==> src/rtl/cw_pkg.sv <==
// Shared types and constants for the CW bus master: FSM states, header layout
// and the beat-counter width.
package cw_pkg;

    typedef enum logic [2:0] {
        IDLE  = 3'd0,
        HDR   = 3'd1,
        ADDR  = 3'd2,
        TURN  = 3'd3,
        RDATA = 3'd4,
        WDATA = 3'd5
    } cw_state_e;

    localparam int HDR_VALID  = 0;
    localparam int HDR_RD     = 1;
    localparam int HDR_BURST  = 2;
    localparam int HDR_LEN_LO = 3;
    localparam int HDR_LEN_HI = 7;

    // Holds up to 2 << 3 = 16 beats
    localparam int BEAT_CNT_W = 5;

    function automatic logic [15:0] cw_header(input logic [7:0] addr_hi,
                                              input logic [1:0] len_log2,
                                              input logic       rd);
        logic [15:0] hdr;
        hdr                        = 16'h0000;
        hdr[15:8]                  = addr_hi;
        hdr[HDR_LEN_HI:HDR_LEN_LO] = {3'b000, len_log2};
        hdr[HDR_BURST]             = 1'b1;
        hdr[HDR_RD]                = rd;
        hdr[HDR_VALID]             = 1'b1;
        return hdr;
    endfunction

endpackage

==> src/rtl/cw_ack_watchdog.sv <==
// Ack watchdog for the CW bus master; only instantiated when CW_ACK_TIMEOUT_EN
// is defined. Flags expiry after TIMEOUT_CYCLES active cycles without an ack.
module cw_ack_watchdog #(
    parameter int TIMEOUT_CYCLES = 255
) (
    input  logic cw_clk,
    input  logic rst,
    input  logic active,
    input  logic ack,
    output logic expired
);

    localparam int CNT_W = $clog2(TIMEOUT_CYCLES + 1);
    localparam logic [CNT_W-1:0] LIMIT = CNT_W'(TIMEOUT_CYCLES - 1);

    logic [CNT_W-1:0] cnt_r;

    assign expired = active && !ack && (cnt_r == LIMIT);

    // Count idle bus cycles; any ack or leaving the bus phases restarts the count
    always_ff @(posedge cw_clk or posedge rst) begin
        if (rst) begin
            cnt_r <= '0;
        end else if (!active || ack) begin
            cnt_r <= '0;
        end else if (!expired) begin
            cnt_r <= cnt_r + CNT_W'(1);
        end
    end

endmodule

==> src/rtl/cw_bus_master.sv <==
// CW bus master: serialises core requests into header, address and data beats
// on the 16-bit CW bus. Define CW_ACK_TIMEOUT_EN to enable the ack watchdog.
module cw_bus_master
    import cw_pkg::*;
#(
    parameter int MAX_BURST_LOG2 = 3,
    parameter int TIMEOUT_CYCLES = 255
) (
    input  logic        i_clk,
    input  logic        i_rst,
    input  logic        i_req,
    input  logic        i_we,
    input  logic [23:0] i_addr,
    input  logic [1:0]  i_burst_log2,
    input  logic [15:0] i_wdata,
    output logic        o_wnext,
    output logic [15:0] o_rdata,
    output logic        o_rvalid,
    output logic        o_done,
    output logic        o_err,
    output logic        o_cw_req,
    output logic        o_cw_dir,
    output logic [15:0] o_cw_io,
    input  logic [15:0] i_cw_io,
    input  logic        i_cw_ack,
    input  logic        i_cw_err,
    output logic        o_cw_clk,
    output logic        o_cw_rst
);

    localparam logic [1:0] MAX_BL = 2'(MAX_BURST_LOG2);

    cw_state_e             state_r;
    cw_state_e             state_s;
    logic [15:0]           hdr_r;
    logic [15:0]           addr_lo_r;
    logic [BEAT_CNT_W-1:0] beat_cnt_r;
    logic [15:0]           rdata_r;
    logic                  rvalid_r;
    logic                  done_r;
    logic                  err_r;
    logic [1:0]            bl_s;
    logic [BEAT_CNT_W-1:0] beats_s;
    logic                  in_bus_s;
    logic                  beat_st_s;
    logic                  timeout_s;
    logic                  abort_s;
    logic                  beat_ack_s;
    logic                  last_beat_s;

    assign in_bus_s    = (state_r == ADDR) || (state_r == RDATA) || (state_r == WDATA);
    assign beat_st_s   = (state_r == RDATA) || (state_r == WDATA);
    // Error (device or watchdog) wins over an ack in the same cycle
    assign abort_s     = in_bus_s && (i_cw_err || timeout_s);
    assign beat_ack_s  = beat_st_s && i_cw_ack && !abort_s;
    assign last_beat_s = beat_ack_s && (beat_cnt_r == 5'd1);

`ifdef CW_ACK_TIMEOUT_EN
    cw_ack_watchdog #(
        .TIMEOUT_CYCLES(TIMEOUT_CYCLES)
    ) u_ack_watchdog (
        .cw_clk  (i_clk),
        .rst     (i_rst),
        .active  (in_bus_s),
        .ack     (i_cw_ack),
        .expired (timeout_s)
    );
`else
    logic unused_cfg_s;
    assign unused_cfg_s = (TIMEOUT_CYCLES != 0);
    assign timeout_s    = 1'b0;
`endif

    // Clamp the requested burst size and derive the beat count
    always_comb begin
        bl_s = i_burst_log2;
        if (i_burst_log2 > MAX_BL) begin
            bl_s = MAX_BL;
        end else begin
            bl_s = i_burst_log2;
        end
        beats_s = 5'd2 << bl_s;
    end

    // State register
    always_ff @(posedge i_clk or posedge i_rst) begin
        if (i_rst) begin
            state_r <= IDLE;
        end else begin
            state_r <= state_s;
        end
    end

    // Next-state logic
    always_comb begin
        state_s = state_r;
        case (state_r)
            IDLE: begin
                if (i_req) state_s = HDR;
                else       state_s = IDLE;
            end
            HDR:  state_s = ADDR;
            ADDR: begin
                if (abort_s)                state_s = IDLE;
                else if (!i_cw_ack)         state_s = ADDR;
                else if (hdr_r[HDR_RD])     state_s = TURN;
                else                        state_s = WDATA;
            end
            TURN: state_s = RDATA;
            RDATA, WDATA: begin
                if (abort_s || last_beat_s) state_s = IDLE;
                else                        state_s = state_r;
            end
            default: state_s = IDLE;
        endcase
    end

    // Request capture, beat counting and registered status pulses
    always_ff @(posedge i_clk or posedge i_rst) begin
        if (i_rst) begin
            hdr_r      <= 16'h0000;
            addr_lo_r  <= 16'h0000;
            beat_cnt_r <= 5'd0;
            rdata_r    <= 16'h0000;
            rvalid_r   <= 1'b0;
            done_r     <= 1'b0;
            err_r      <= 1'b0;
        end else begin
            rvalid_r <= beat_ack_s && (state_r == RDATA);
            done_r   <= last_beat_s;
            err_r    <= abort_s;
            if (beat_ack_s && (state_r == RDATA)) begin
                rdata_r <= i_cw_io;
            end
            if ((state_r == IDLE) && i_req) begin
                hdr_r      <= cw_header(i_addr[23:16], bl_s, !i_we);
                addr_lo_r  <= i_addr[15:0];
                beat_cnt_r <= beats_s;
            end else if (beat_ack_s) begin
                beat_cnt_r <= beat_cnt_r - 5'd1;
            end
        end
    end

    // Bus word mux; write data passes straight through so o_wnext can advance it
    always_comb begin
        o_cw_io = 16'h0000;
        case (state_r)
            HDR:     o_cw_io = hdr_r;
            ADDR:    o_cw_io = addr_lo_r;
            WDATA:   o_cw_io = i_wdata;
            default: o_cw_io = 16'h0000;
        endcase
    end

    assign o_cw_req = (state_r != IDLE);
    assign o_cw_dir = (state_r == TURN) || (state_r == RDATA);
    assign o_wnext  = beat_ack_s && (state_r == WDATA);
    assign o_rdata  = rdata_r;
    assign o_rvalid = rvalid_r;
    assign o_done   = done_r;
    assign o_err    = err_r;
    assign o_cw_clk = i_clk;
    assign o_cw_rst = i_rst;

endmodule

==> config.mk <==
export PLATFORM = sky130hd
export DESIGN_NAME = cw_bus_master
export DESIGN_NICKNAME = d
export VERILOG_FILES = /design/src/rtl/cw_pkg.sv /design/src/rtl/cw_ack_watchdog.sv /design/src/rtl/cw_bus_master.sv
export SDC_FILE = /design/constraint.sdc
export NUM_CORES = 1
export LEC_CHECK = 0
export ABC_CLOCK_PERIOD_IN_PS = 4250
export CAP_MARGIN = 20
export CORE_MARGIN = 3
export CORE_UTILIZATION = 62
export CTS_CLUSTER_DIAMETER = 100
export DETAILED_ROUTE_END_ITERATION = 8
export DONT_BUFFER_PORTS = 1
export PLACE_DENSITY = 0.9
export RECOVER_POWER = 25
export REMOVE_ABC_BUFFERS = 1
export SLEW_MARGIN = 40
export SYNTH_ARGS = -nofsm -noshare
export SYNTH_HDL_FRONTEND = slang
export SYNTH_HIERARCHICAL = 1
export SYNTH_SLANG_ARGS = --single-unit
==> constraint.sdc <==
create_clock -name i_clk -period 4.25 [get_ports i_clk]
set_clock_uncertainty 0.1 [all_clocks]
set_input_delay 1.0625 -clock i_clk [delete_from_list [all_inputs] [get_ports i_clk]]
set_output_delay 1.0625 -clock i_clk [all_outputs]
set_load 0.05 [all_outputs]
==> flow_summary.ini <==
[status]
status = finished with violations
failed_checks = max-capacitance violations, max-slew violations

[timing]
finalWorstPathRequiredPeriod_ns = 3.359
setup_repair_after_global_routing_missed_its_margin = false
fin_crit_sh = 0.7903
final-hold-violation-count = 0
drv_slew = 56
finalSetupViolations = 0
holdWs_ns = 0.3684
timing.setup.tns_ns = 0
timing_worst_slew_pin_value_ns = 2.274
achievable-frequency_mhz = 297.7
maxSlewHeadroom = -0.5247

[global_route]
gr-usage-all-layers = 0.2167
grt.met2_usage = 0.3450
use_met3 = 0.05824
global_route.usage.met1 = 0.2877
wire_length_of_the_first_global_routing_pass_um = 8652
initial_antenna_violation_count = 0
grt.busiest_layer = met2
grt_start_max_net_pins = 56
first_global_vias = 1847
grt.overflow.total = 0

[floorplan]
die_w_um = 71.07
floorplan.initialDensity = 0.6516
placement_rows = 23
num_io_pins = 104
die_h_um = 71.07
core_area_um2 = 4029
area_of_the_die_um2 = 5051

[critical_path]
r2r-end = beat_cnt_r[2]$_DFFE_PP0P_
crit_path_top_delay_cell = sky130_fd_sc_hd__dfrtp_1
reg2reg_setup_slack_ns = 2.04
critPathKind = reg -> out
r2r_startpoint = state_r[2]$_DFFE_PP0P_
cp.depth = 4
cell_chain_critical_path = buf_4 > nor2_1 > buf_4 > a32o_1
path_max_fanout = 21
setup.worst_path.start_class = flip-flop
critical_path.endpoint_type = output port
critical_path_arrival_ns = 2.20
cp_common_cell = sky130_fd_sc_hd__buf_4
cp_data_required_time_ns = 3.09
r2r.worst_path.cells = 4
critical-path-top-delay-family = buffers and inverters
max_stage_delay_ns = 0.55
crit_buf_inv = 2

[cts]
cts-resized-gates = 0
clock_insertion_delay_worst_skew_ns = 0.30
clock_tree.root_cell = sky130_fd_sc_hd__clkbuf_8
path_clk_slew_ns = 0.09
cts_buffer_depth = 2
cts-htree-levels = 2
cts.sinks = 55
post_cts_hold_buffer_count = 0
numCtsBuffers = 5
postCtsSetupRepairBufs = 0
cts_tree = yes

[placement]
routabilityCongestion = 0.7805
dp_hpwl_um = 3817
placed_area_um2 = 2713
buffer_ports.inserted = 0
placedCellCount = 294

[power_and_ir_drop]
power-per-cell-area_nw_per_um2 = 919.8
vdd_ir_drop_max_mv = 0.4620
fin_total_pwr_uw = 2592
p_leak_uw = 0.001305

[synthesis]
synth.cell_area_um2 = 2625
synth_sequential_area_ratio = 0.5243
ys_dominant_reg_cell = sky130_fd_sc_hd__dfrtp_1
postSynth.asyncResetShare = 1.000
synth_edf_count = 0
yosysTopAreaCell = sky130_fd_sc_hd__dfrtp_1
synthDominantCellAreaShare = 0.5243
netlist-cell-type-count = 36
synth.avg_cell_area_um2 = 10.25
synth_seq_cells = 55
postSynthCellCount = 256
synth.area.top_cells = sky130_fd_sc_hd__dfrtp_1, sky130_fd_sc_hd__nand2_1, sky130_fd_sc_hd__mux2_2
yosys_warnings = 6

[cells_and_area]
drive_gt1_frac = 0.1912
num-fill-cells = 291
final_cells = 301
area_of_combinational_cells_with_multiple_inputs_um2 = 1215
final_instance_area_um2 = 2818
final_cell_mix = sky130_fd_sc_hd__nand2_1, sky130_fd_sc_hd__dfrtp_1, sky130_fd_sc_hd__mux2_2, sky130_fd_sc_hd__mux2i_1, sky130_fd_sc_hd__o2bb2ai_2
finish.net_count = 317
final_common_cell = sky130_fd_sc_hd__nand2_1
antennaDiodeCount = 0
seq_area_um2 = 1376
syn_to_final_growth_pct = 7.340

[hold_path]
min_delay_path_depth = 1
min-delay-path-class = reg -> reg
worst_hold_startpoint = hdr_r[2]$_DFFE_PP0P_
timing.hold.worst_endpoint = hdr_r[2]$_DFFE_PP0P_

[drt]
remaining_drc_errors = 0
wirelength_um = 5295
firstDrtPassIters = 4
detail_route.vias_per_cell = 6.047
violation_count_after_the_first_detailed_routing_iteration = 92
route.antenna.remaining_nets = 0
avgRoutedWirePerCell_um = 17.59
route.vias.total = 1820

[run]
timing.max_cap.violations = 1
==> routing by layer <==
metal | routed length (um) | part of all wire
met4 | 58 | 0.011
met5 | 0 | 0
met3 | 465 | 0.088
met1 | 2205 | 0.42
met2 | 2566 | 0.48
==> synthesized netlist by cell type (4+ instances only) <==
cell type	n
sky130_fd_sc_hd__a21oi_1	5
sky130_fd_sc_hd__buf_2	10
sky130_fd_sc_hd__dfrtp_1	55
sky130_fd_sc_hd__inv_1	7
sky130_fd_sc_hd__mux2_2	16
sky130_fd_sc_hd__mux2i_1	13
sky130_fd_sc_hd__nand2_1	81
sky130_fd_sc_hd__nand2b_1	4
sky130_fd_sc_hd__nor2_1	4
sky130_fd_sc_hd__nor2b_1	5
sky130_fd_sc_hd__o21ai_0	6
sky130_fd_sc_hd__o2bb2ai_1	13
sky130_fd_sc_hd__or3_1	4
==> per-stage QoR <==
stage / worst slack (ns) / util
CTS: 0.8817 / 0.6997
global placement: 0.9625 / 0.6509
global route: 0.7840 / 0.6994
floorplan: 0.9625 / -
finish: 0.8911 / 0.6994
detailed placement: 0.9625 / 0.6733
==> power breakdown <==
part	total, uW	switching [uW]	internal (uW)
logic	1060	732	330
clock network	326	154	172
registers	1200	453	751
total	2590	1340	1250
==> worst reg2reg max path: stages, from the launching register on <==
cell and delay (ns):
sky130_fd_sc_hd__dfrtp_1 0.55, sky130_fd_sc_hd__buf_4 0.32, sky130_fd_sc_hd__or4b_4 0.72, sky130_fd_sc_hd__or3_1 0.39, sky130_fd_sc_hd__nand3_1 0.07
==> cell families (layout without fill, tap and decap cells) <==
group	Yosys count	after routing	synth area share
buf+inv	23	18	0.04623
fa+ha+maj	2	2	0.009531
mux	29	29	0.1182
flops	55	55	0.5243
compound gates	34	34	0.09629
simple gates	112	112	0.2021
xor+xnor	1	1	0.003337
==> sequential cells by signal, summed over array words and instances, names as in the netlist <==
name        flops
addr_lo_r      16
beat_cnt_r      5
hdr_r          12
o_done          1
o_err           1
o_rdata        16
o_rvalid        1
state_r         3
==> worst max path at each step <==
| stage | start | end | slack [ns] |
|---|---|---|---|
| 2_1_floorplan | i_clk | o_cw_clk | 0.96 |
| 5_1_grt | state_r[2]$_DFFE_PP0P_ | o_cw_io[5] | 0.78 |
| 4_1_cts | state_r[2]$_DFFE_PP0P_ | o_cw_io[5] | 0.88 |
| 3_3_place_gp | i_clk | o_cw_clk | 0.96 |
| 6_report | state_r[2]$_DFFE_PP0P_ | o_cw_io[5] | 0.89 |
| 3_5_place_dp | i_clk | o_cw_clk | 0.96 |
==> layout make-up <==
cell class	count	area share
clock buffers	5	0.02442
flip-flops and latches	55	0.4885
well taps	50	0.02220
clock inverters	2	0.01332
repair buffers	4	0.01066
inverters	7	0.009769
multi-input cells	178	0.4312
Note: power is estimated with default switching activity, not from simulation.
